**config.mk**
```make
export PLATFORM = sky130hd
export DESIGN_NAME = uart_tx_fifo_flat
export DESIGN_NICKNAME = d
export VERILOG_FILES = /design/src/rtl/uart_tx_fifo_if.sv /design/src/rtl/uart_tx_fifo.sv /design/src/flat_wrapper.sv
export SDC_FILE = /design/constraint.sdc
export NUM_CORES = 1
export LEC_CHECK = 0
export ABC_AREA = 1
export CAP_MARGIN = 20
export CORE_UTILIZATION = 60
export CTS_BUF_LIST = sky130_fd_sc_hd__clkbuf_16
export DETAILED_ROUTE_END_ITERATION = 16
export PLACE_DENSITY_LB_ADDON = 0.25
export SYNTH_ARGS = -nofsm -noshare
export SYNTH_HDL_FRONTEND = slang
export SYNTH_SLANG_ARGS = --single-unit
```
**constraint.sdc**
```tcl
create_clock -name clk50 -period 4.5 [get_ports clk50]
set_input_delay 1.35 -clock clk50 [delete_from_list [all_inputs] [get_ports clk50]]
set_output_delay 1.35 -clock clk50 [all_outputs]
set_load 0.005 [all_outputs]
```
**src/rtl/uart_tx_fifo_if.sv**
```systemverilog
// Write-side bus between the CPU register logic and the buffered UART transmitter.
// The master drives bytes and the overflow clear; the slave reports occupancy and status.
interface uart_tx_fifo_if #(
   parameter int ADDR_W = 4
);
   logic [7:0]      wr_data;
   logic            wr_en;
   logic            clr_overflow;
   logic            wr_full;
   logic [ADDR_W:0] wr_count;
   logic            overflow;

   modport master (
      output wr_data, wr_en, clr_overflow,
      input  wr_full, wr_count, overflow
   );

   modport slave (
      input  wr_data, wr_en, clr_overflow,
      output wr_full, wr_count, overflow
   );
endinterface

```
**src/rtl/uart_tx_fifo.sv**
```systemverilog
// Buffered 8N1 UART transmitter: a 2**ADDR_W-deep byte FIFO drained by a bit serializer
// onto uart_tx. Everything runs on clk50 with a synchronous active-low reset.
module uart_tx_fifo #(
   parameter int CLKS_PER_BIT = 434,
   parameter int ADDR_W       = 4
) (
   input  logic           clk50,
   input  logic           reset_n,
   uart_tx_fifo_if.slave  wr_bus,
   output logic           uart_tx,
   output logic           tx_busy
);
   localparam int              DEPTH     = 1 << ADDR_W;
   localparam logic [ADDR_W:0] FULL_CNT  = (ADDR_W+1)'(DEPTH);
   localparam logic [ADDR_W:0] PTR_ONE   = (ADDR_W+1)'(1);
   localparam logic [15:0]     BAUD_LAST = 16'(CLKS_PER_BIT - 1);

   typedef enum logic [1:0] {IDLE, START, DATA, STOP} state_t;

   logic [7:0]      mem [0:DEPTH-1];
   logic [ADDR_W:0] wr_ptr_reg;
   logic [ADDR_W:0] rd_ptr_reg;
   logic [ADDR_W:0] count;
   logic            full;
   logic            empty;
   logic            push;
   logic            pop;
   logic            overflow_reg;

   state_t          state_reg;
   logic [15:0]     baud_cnt_reg;
   logic [2:0]      bit_idx_reg;
   logic [7:0]      shreg_reg;
   logic            uart_tx_reg;
   logic            tx_busy_reg;

   // Pointers carry one extra wrap bit so full and empty are distinguishable.
   assign count = wr_ptr_reg - rd_ptr_reg;
   assign full  = (count == FULL_CNT);
   assign empty = (count == '0);
   assign push  = wr_bus.wr_en && !full;
   assign pop   = (state_reg == IDLE) && !empty;

   assign wr_bus.wr_full  = full;
   assign wr_bus.wr_count = count;
   assign wr_bus.overflow = overflow_reg;
   assign uart_tx         = uart_tx_reg;
   assign tx_busy         = tx_busy_reg;

   always_ff @(posedge clk50) begin
      if (push) begin
         mem[wr_ptr_reg[ADDR_W-1:0]] <= wr_bus.wr_data;
      end
   end

   always_ff @(posedge clk50) begin
      if (!reset_n) begin
         wr_ptr_reg   <= '0;
         overflow_reg <= 1'b0;
      end else begin
         if (push) begin
            wr_ptr_reg <= wr_ptr_reg + PTR_ONE;
         end
         // A dropped write beats a simultaneous clear.
         if (wr_bus.wr_en && full) begin
            overflow_reg <= 1'b1;
         end else if (wr_bus.clr_overflow) begin
            overflow_reg <= 1'b0;
         end
      end
   end

   // The line and busy flag are registered from the current state, so both trail the
   // FSM by one cycle and busy drops on the same edge the stop bit ends on the pin.
   always_ff @(posedge clk50) begin
      if (!reset_n) begin
         state_reg    <= IDLE;
         rd_ptr_reg   <= '0;
         baud_cnt_reg <= '0;
         bit_idx_reg  <= '0;
         shreg_reg    <= '0;
         uart_tx_reg  <= 1'b1;
         tx_busy_reg  <= 1'b0;
      end else begin
         tx_busy_reg <= (state_reg != IDLE) || !empty;
         case (state_reg)
            IDLE: begin
               uart_tx_reg <= 1'b1;
               if (pop) begin
                  shreg_reg    <= mem[rd_ptr_reg[ADDR_W-1:0]];
                  rd_ptr_reg   <= rd_ptr_reg + PTR_ONE;
                  baud_cnt_reg <= '0;
                  bit_idx_reg  <= '0;
                  state_reg    <= START;
               end
            end
            START: begin
               uart_tx_reg <= 1'b0;
               if (baud_cnt_reg == BAUD_LAST) begin
                  baud_cnt_reg <= '0;
                  state_reg    <= DATA;
               end else begin
                  baud_cnt_reg <= baud_cnt_reg + 16'd1;
               end
            end
            DATA: begin
               uart_tx_reg <= shreg_reg[0];
               if (baud_cnt_reg == BAUD_LAST) begin
                  baud_cnt_reg <= '0;
                  shreg_reg    <= shreg_reg >> 1;
                  bit_idx_reg  <= bit_idx_reg + 3'd1;
                  if (bit_idx_reg == 3'd7) begin
                     state_reg <= STOP;
                  end
               end else begin
                  baud_cnt_reg <= baud_cnt_reg + 16'd1;
               end
            end
            STOP: begin
               uart_tx_reg <= 1'b1;
               if (baud_cnt_reg == BAUD_LAST) begin
                  baud_cnt_reg <= '0;
                  state_reg    <= IDLE;
               end else begin
                  baud_cnt_reg <= baud_cnt_reg + 16'd1;
               end
            end
            default: begin
               state_reg <= IDLE;
            end
         endcase
      end
   end
endmodule
```
**src/flat_wrapper.sv**
```systemverilog
// flat-port wrapper written by rule: the top's interface ports become plain ports
module uart_tx_fifo_flat 
#(
   parameter int CLKS_PER_BIT = 434,
   parameter int ADDR_W       = 4
)
  (clk50, reset_n, uart_tx, tx_busy, wr_bus_wr_data, wr_bus_wr_en, wr_bus_clr_overflow, wr_bus_wr_full, wr_bus_wr_count, wr_bus_overflow);
  uart_tx_fifo_if #(.ADDR_W(ADDR_W)) wr_bus_i ();
  input  logic clk50;
  input  logic reset_n;
  output logic uart_tx;
  output logic tx_busy;
  input wire logic [$bits(wr_bus_i.wr_data)-1:0] wr_bus_wr_data;
  input wire logic [$bits(wr_bus_i.wr_en)-1:0] wr_bus_wr_en;
  input wire logic [$bits(wr_bus_i.clr_overflow)-1:0] wr_bus_clr_overflow;
  output wire logic [$bits(wr_bus_i.wr_full)-1:0] wr_bus_wr_full;
  output wire logic [$bits(wr_bus_i.wr_count)-1:0] wr_bus_wr_count;
  output wire logic [$bits(wr_bus_i.overflow)-1:0] wr_bus_overflow;
  assign wr_bus_i.wr_data = wr_bus_wr_data;
  assign wr_bus_i.wr_en = wr_bus_wr_en;
  assign wr_bus_i.clr_overflow = wr_bus_clr_overflow;
  assign wr_bus_wr_full = wr_bus_i.wr_full;
  assign wr_bus_wr_count = wr_bus_i.wr_count;
  assign wr_bus_overflow = wr_bus_i.overflow;
  uart_tx_fifo #(.CLKS_PER_BIT(CLKS_PER_BIT), .ADDR_W(ADDR_W)) u_core (.clk50(clk50), .reset_n(reset_n), .wr_bus(wr_bus_i), .uart_tx(uart_tx), .tx_busy(tx_busy));
endmodule
```
==> flow_metrics.env <==
export IMPL_cts_buffers=17
export IMPL_syn_num_nets=955
export IMPL_synthArstFlopShare_pct=0
export IMPL_die_y_um=118.6
export IMPL_relSlewSlack_pct=32.42
export IMPL_crit_path_max_incr_delay_ps=500
export IMPL_instances_no_fill=1124
export IMPL_ys_types=31
export IMPL_drc_errors=0
export IMPL_dp_cells=1091
export IMPL_cts_hold_buf=0
export IMPL_via_per_inst=5.380
export IMPL_arrival_ps=2780
export IMPL_largest_reg_flops=128
export IMPL_cp_slowest_cell="clkdlybuf4s50_1"
export IMPL_synth_top_cell_area_share_pct=47.09
export IMPL_syn_area_mm2=0.008163
export IMPL_cp_max_fo=5
export IMPL_cts_path_max_buffers=2
export IMPL_worstHoldStart="u_core.baud_cnt_reg[13]"
export IMPL_ios=21
export IMPL_cts_htree_levels=4
export IMPL_vias=6047
export IMPL_tritoncts="yes"
export IMPL_ant_nets=0
export IMPL_post_cts_buffers=0
export IMPL_status="complete, no violations"
export IMPL_synth_main_ff_cell="edfxtp_1"
export IMPL_dieArea_mm2=0.01408
export IMPL_regToRegSetupSlack_ps=1330
export IMPL_yosys_warnings=0
export IMPL_synth_edf_count=128
export IMPL_path_common_cell="inv_1"
export IMPL_final_period_minus_worst_setup_slack_ps=4133
export IMPL_synth_area_leaders="edfxtp_1 (47%), nand2_1 (13%), dfxtp_1 (11%)"
export IMPL_setup_violations=0
export IMPL_wl_per_cell_um=15.83
export IMPL_fin_setup_tns_ps=0
export IMPL_critPathLaunchType="register"
export IMPL_track_usage_pct=27.28
export IMPL_synth_largest_area_cell="edfxtp_1"
export IMPL_cellLeakagePower_nw=3.854
export IMPL_rsz0062_at_grt="false"
export IMPL_finalHoldViolCount=0
export IMPL_diodes=0
export IMPL_worst_pin_slew_ps=1006
export IMPL_crit_buf_inv=4
export IMPL_reg2reg_to="u_core.mem[4][1]"
export IMPL_clk_insertion_delay_late_ps=440
export IMPL_start_util_pct=61.64
export IMPL_whs_path_depth=2
export IMPL_synth_cells=924
export IMPL_yosysMostFrequentCell="nand2_1"
export IMPL_end_kind="output port"
export IMPL_cts_root_buffer="clkbuf_16"
export IMPL_skew_ps=8.524
export IMPL_port_buffers=20
export IMPL_clk_pin_slew_worst_paths_ps=70
export IMPL_antenna_found_initial=0
export IMPL_grt_ovfl_total=0
export IMPL_drt_wl_total_mm=17.79
export IMPL_critPathKind="register to output port"
export IMPL_synth_common_cells="nand2_1 (280), inv_1 (142), edfxtp_1 (128), nand3_1 (118), nor2_1 (63)"
export IMPL_powerDensity_mw_per_mm2=561.1
export IMPL_r2r_start="u_core.wr_ptr_reg[0]"
export IMPL_grt_pass1_vias=5695
export IMPL_hp_class="register to register"
export IMPL_drt_iter0_drc=507
export IMPL_core_area_mm2=0.01324
export IMPL_ir_worst_vdd_mv=0.4099
export IMPL_critPathTopFamily="buffers and inverters"
export IMPL_grt_pass1_wl_mm=28.73
export IMPL_worst_ep_required_time_ps=3150
export IMPL_ctsResizeCount=0
export IMPL_min_period_over_period_pct=91.85
export IMPL_die_w_um=118.6
export IMPL_dpl_hpwl_mm=11.20
export IMPL_cap_violations=0
export IMPL_seq_area_frac_synth_pct=58.37
export IMPL_ys_ff_latch=174
export IMPL_fin_nets=966
export IMPL_slew_violations=0
export IMPL_cts_sinks=174
export IMPL_syn2layout_area_growth_pct=11.74
export IMPL_reg2reg_depth=13
export IMPL_place_congestion=0.9055
export IMPL_crit_chain="inv_1 > ha_1 > fa_1 > nand3b_1 > nand3_1 > nand2_2 > inv_1 > nand3_2 > inv_1 > clkdlybuf4s50_1"
export IMPL_postSynthAreaPerCell_um2=8.834
export IMPL_power_mw=5.118
export IMPL_drive_gt1_share_pct=6.224
export IMPL_dr_pass1_iters=5
export IMPL_grt_max_degree=65
export IMPL_fmax_ghz=0.2420
export IMPL_min_to="u_core.baud_cnt_reg[13]"
export IMPL_fp_row_count=42
[report_power, final]
| group | switching (mW) | internal [mW] | total, mW | leakage, nW |
|---|---|---|---|---|
| logic | 1.04 | 0.546 | 1.59 | 2.01 |
| registers | 0.113 | 1.85 | 1.96 | 1.53 |
| clock network | 0.635 | 0.939 | 1.57 | 0.315 |
[area by class of cell]
type | instances | area (um2)
multi-input cells | 570 | 2688
flip-flops and latches | 174 | 4766
well taps | 176 | 220.2
clock buffers | 17 | 425.4
inverters | 146 | 549.3
fillers | 1046 | 4121
clock inverters | 15 | 207.7
repair buffers | 26 | 265.3
[through the flow]
stage | hold WS (ps) | area [um2] | utilization (%) | setup WS (ps)
6_report | 463.2 | 9121 | 68.88 | 367.0
5_1_grt | 494.8 | 9121 | 68.88 | 178.4
2_1_floorplan | 439.1 | 8163 | - | 1461
3_3_place_gp | 452.7 | 8461 | 63.89 | 893.4
4_1_cts | 462.4 | 9094 | 68.67 | 374.3
3_5_place_dp | 452.2 | 8461 | 63.89 | 839.2
[cells by family after synthesis]
kind of cell	after synthesis	share of synthesized area, %
flip-flops	174	58.37
AO/OA/AOI/OAI	52	3.357
AND/OR/NAND/NOR	490	25.60
XOR/XNOR	9	0.9657
buffers and inverters	180	8.706
adder cells (fa/ha/maj)	19	3.004
[routing by layer]
metal	share of wire, %	track usage [%]	vias to the layer above
li1	-	-	2972
met1	45	37.95	2818
met2	45	41.78	220
met3	7.1	4.392	37
met4	3.3	13.45	0
met5	0	0	-
[worst min-delay path: cells and delay by family, from the launching register on]
family	cells	cell delay (ps)
flip-flops	1	310
AND/OR/NAND/NOR	1	60
AO/OA/AOI/OAI	1	50
[how the worst max path moves through the flow]
stage | startpoint | end | slack (ps) | cells past startpoint
2_1_floorplan | u_core.wr_ptr_reg[0] | wr_bus_wr_full | 1460 | 9
3_3_place_gp | u_core.wr_ptr_reg[0] | wr_bus_wr_full | 890 | 10
3_5_place_dp | u_core.wr_ptr_reg[0] | wr_bus_wr_full | 840 | 10
4_1_cts | u_core.wr_ptr_reg[0] | wr_bus_wr_full | 370 | 10
5_1_grt | u_core.wr_ptr_reg[0] | wr_bus_wr_full | 180 | 10
6_report | u_core.wr_ptr_reg[0] | wr_bus_wr_full | 370 | 10
[cell usage in the layout (no fill, tap or decap), types with 2 or more instances in the layout]
cell,Yosys,layout
nor3_1,7,7
nand3_1,118,118
o21ai_0,18,18
inv_6,0,3
nor2_2,3,3
a21oi_1,33,33
inv_1,142,143
clkinv_4,0,3
clkdlybuf4s50_1,0,20
nand3_2,2,2
xor2_1,8,8
inv_2,3,3
dfxtp_1,46,45
nand2_2,6,6
clkinv_2,1,2
nand4_1,4,4
or2_2,2,2
bufinv_16,0,4
nor2_1,63,63
inv_8,0,2
clkbuf_16,0,17
buf_4,1,5
nand2_4,2,2
edfxtp_1,128,128
ha_1,18,18
nand2_1,280,280
Power figures use the tool's default switching activity.
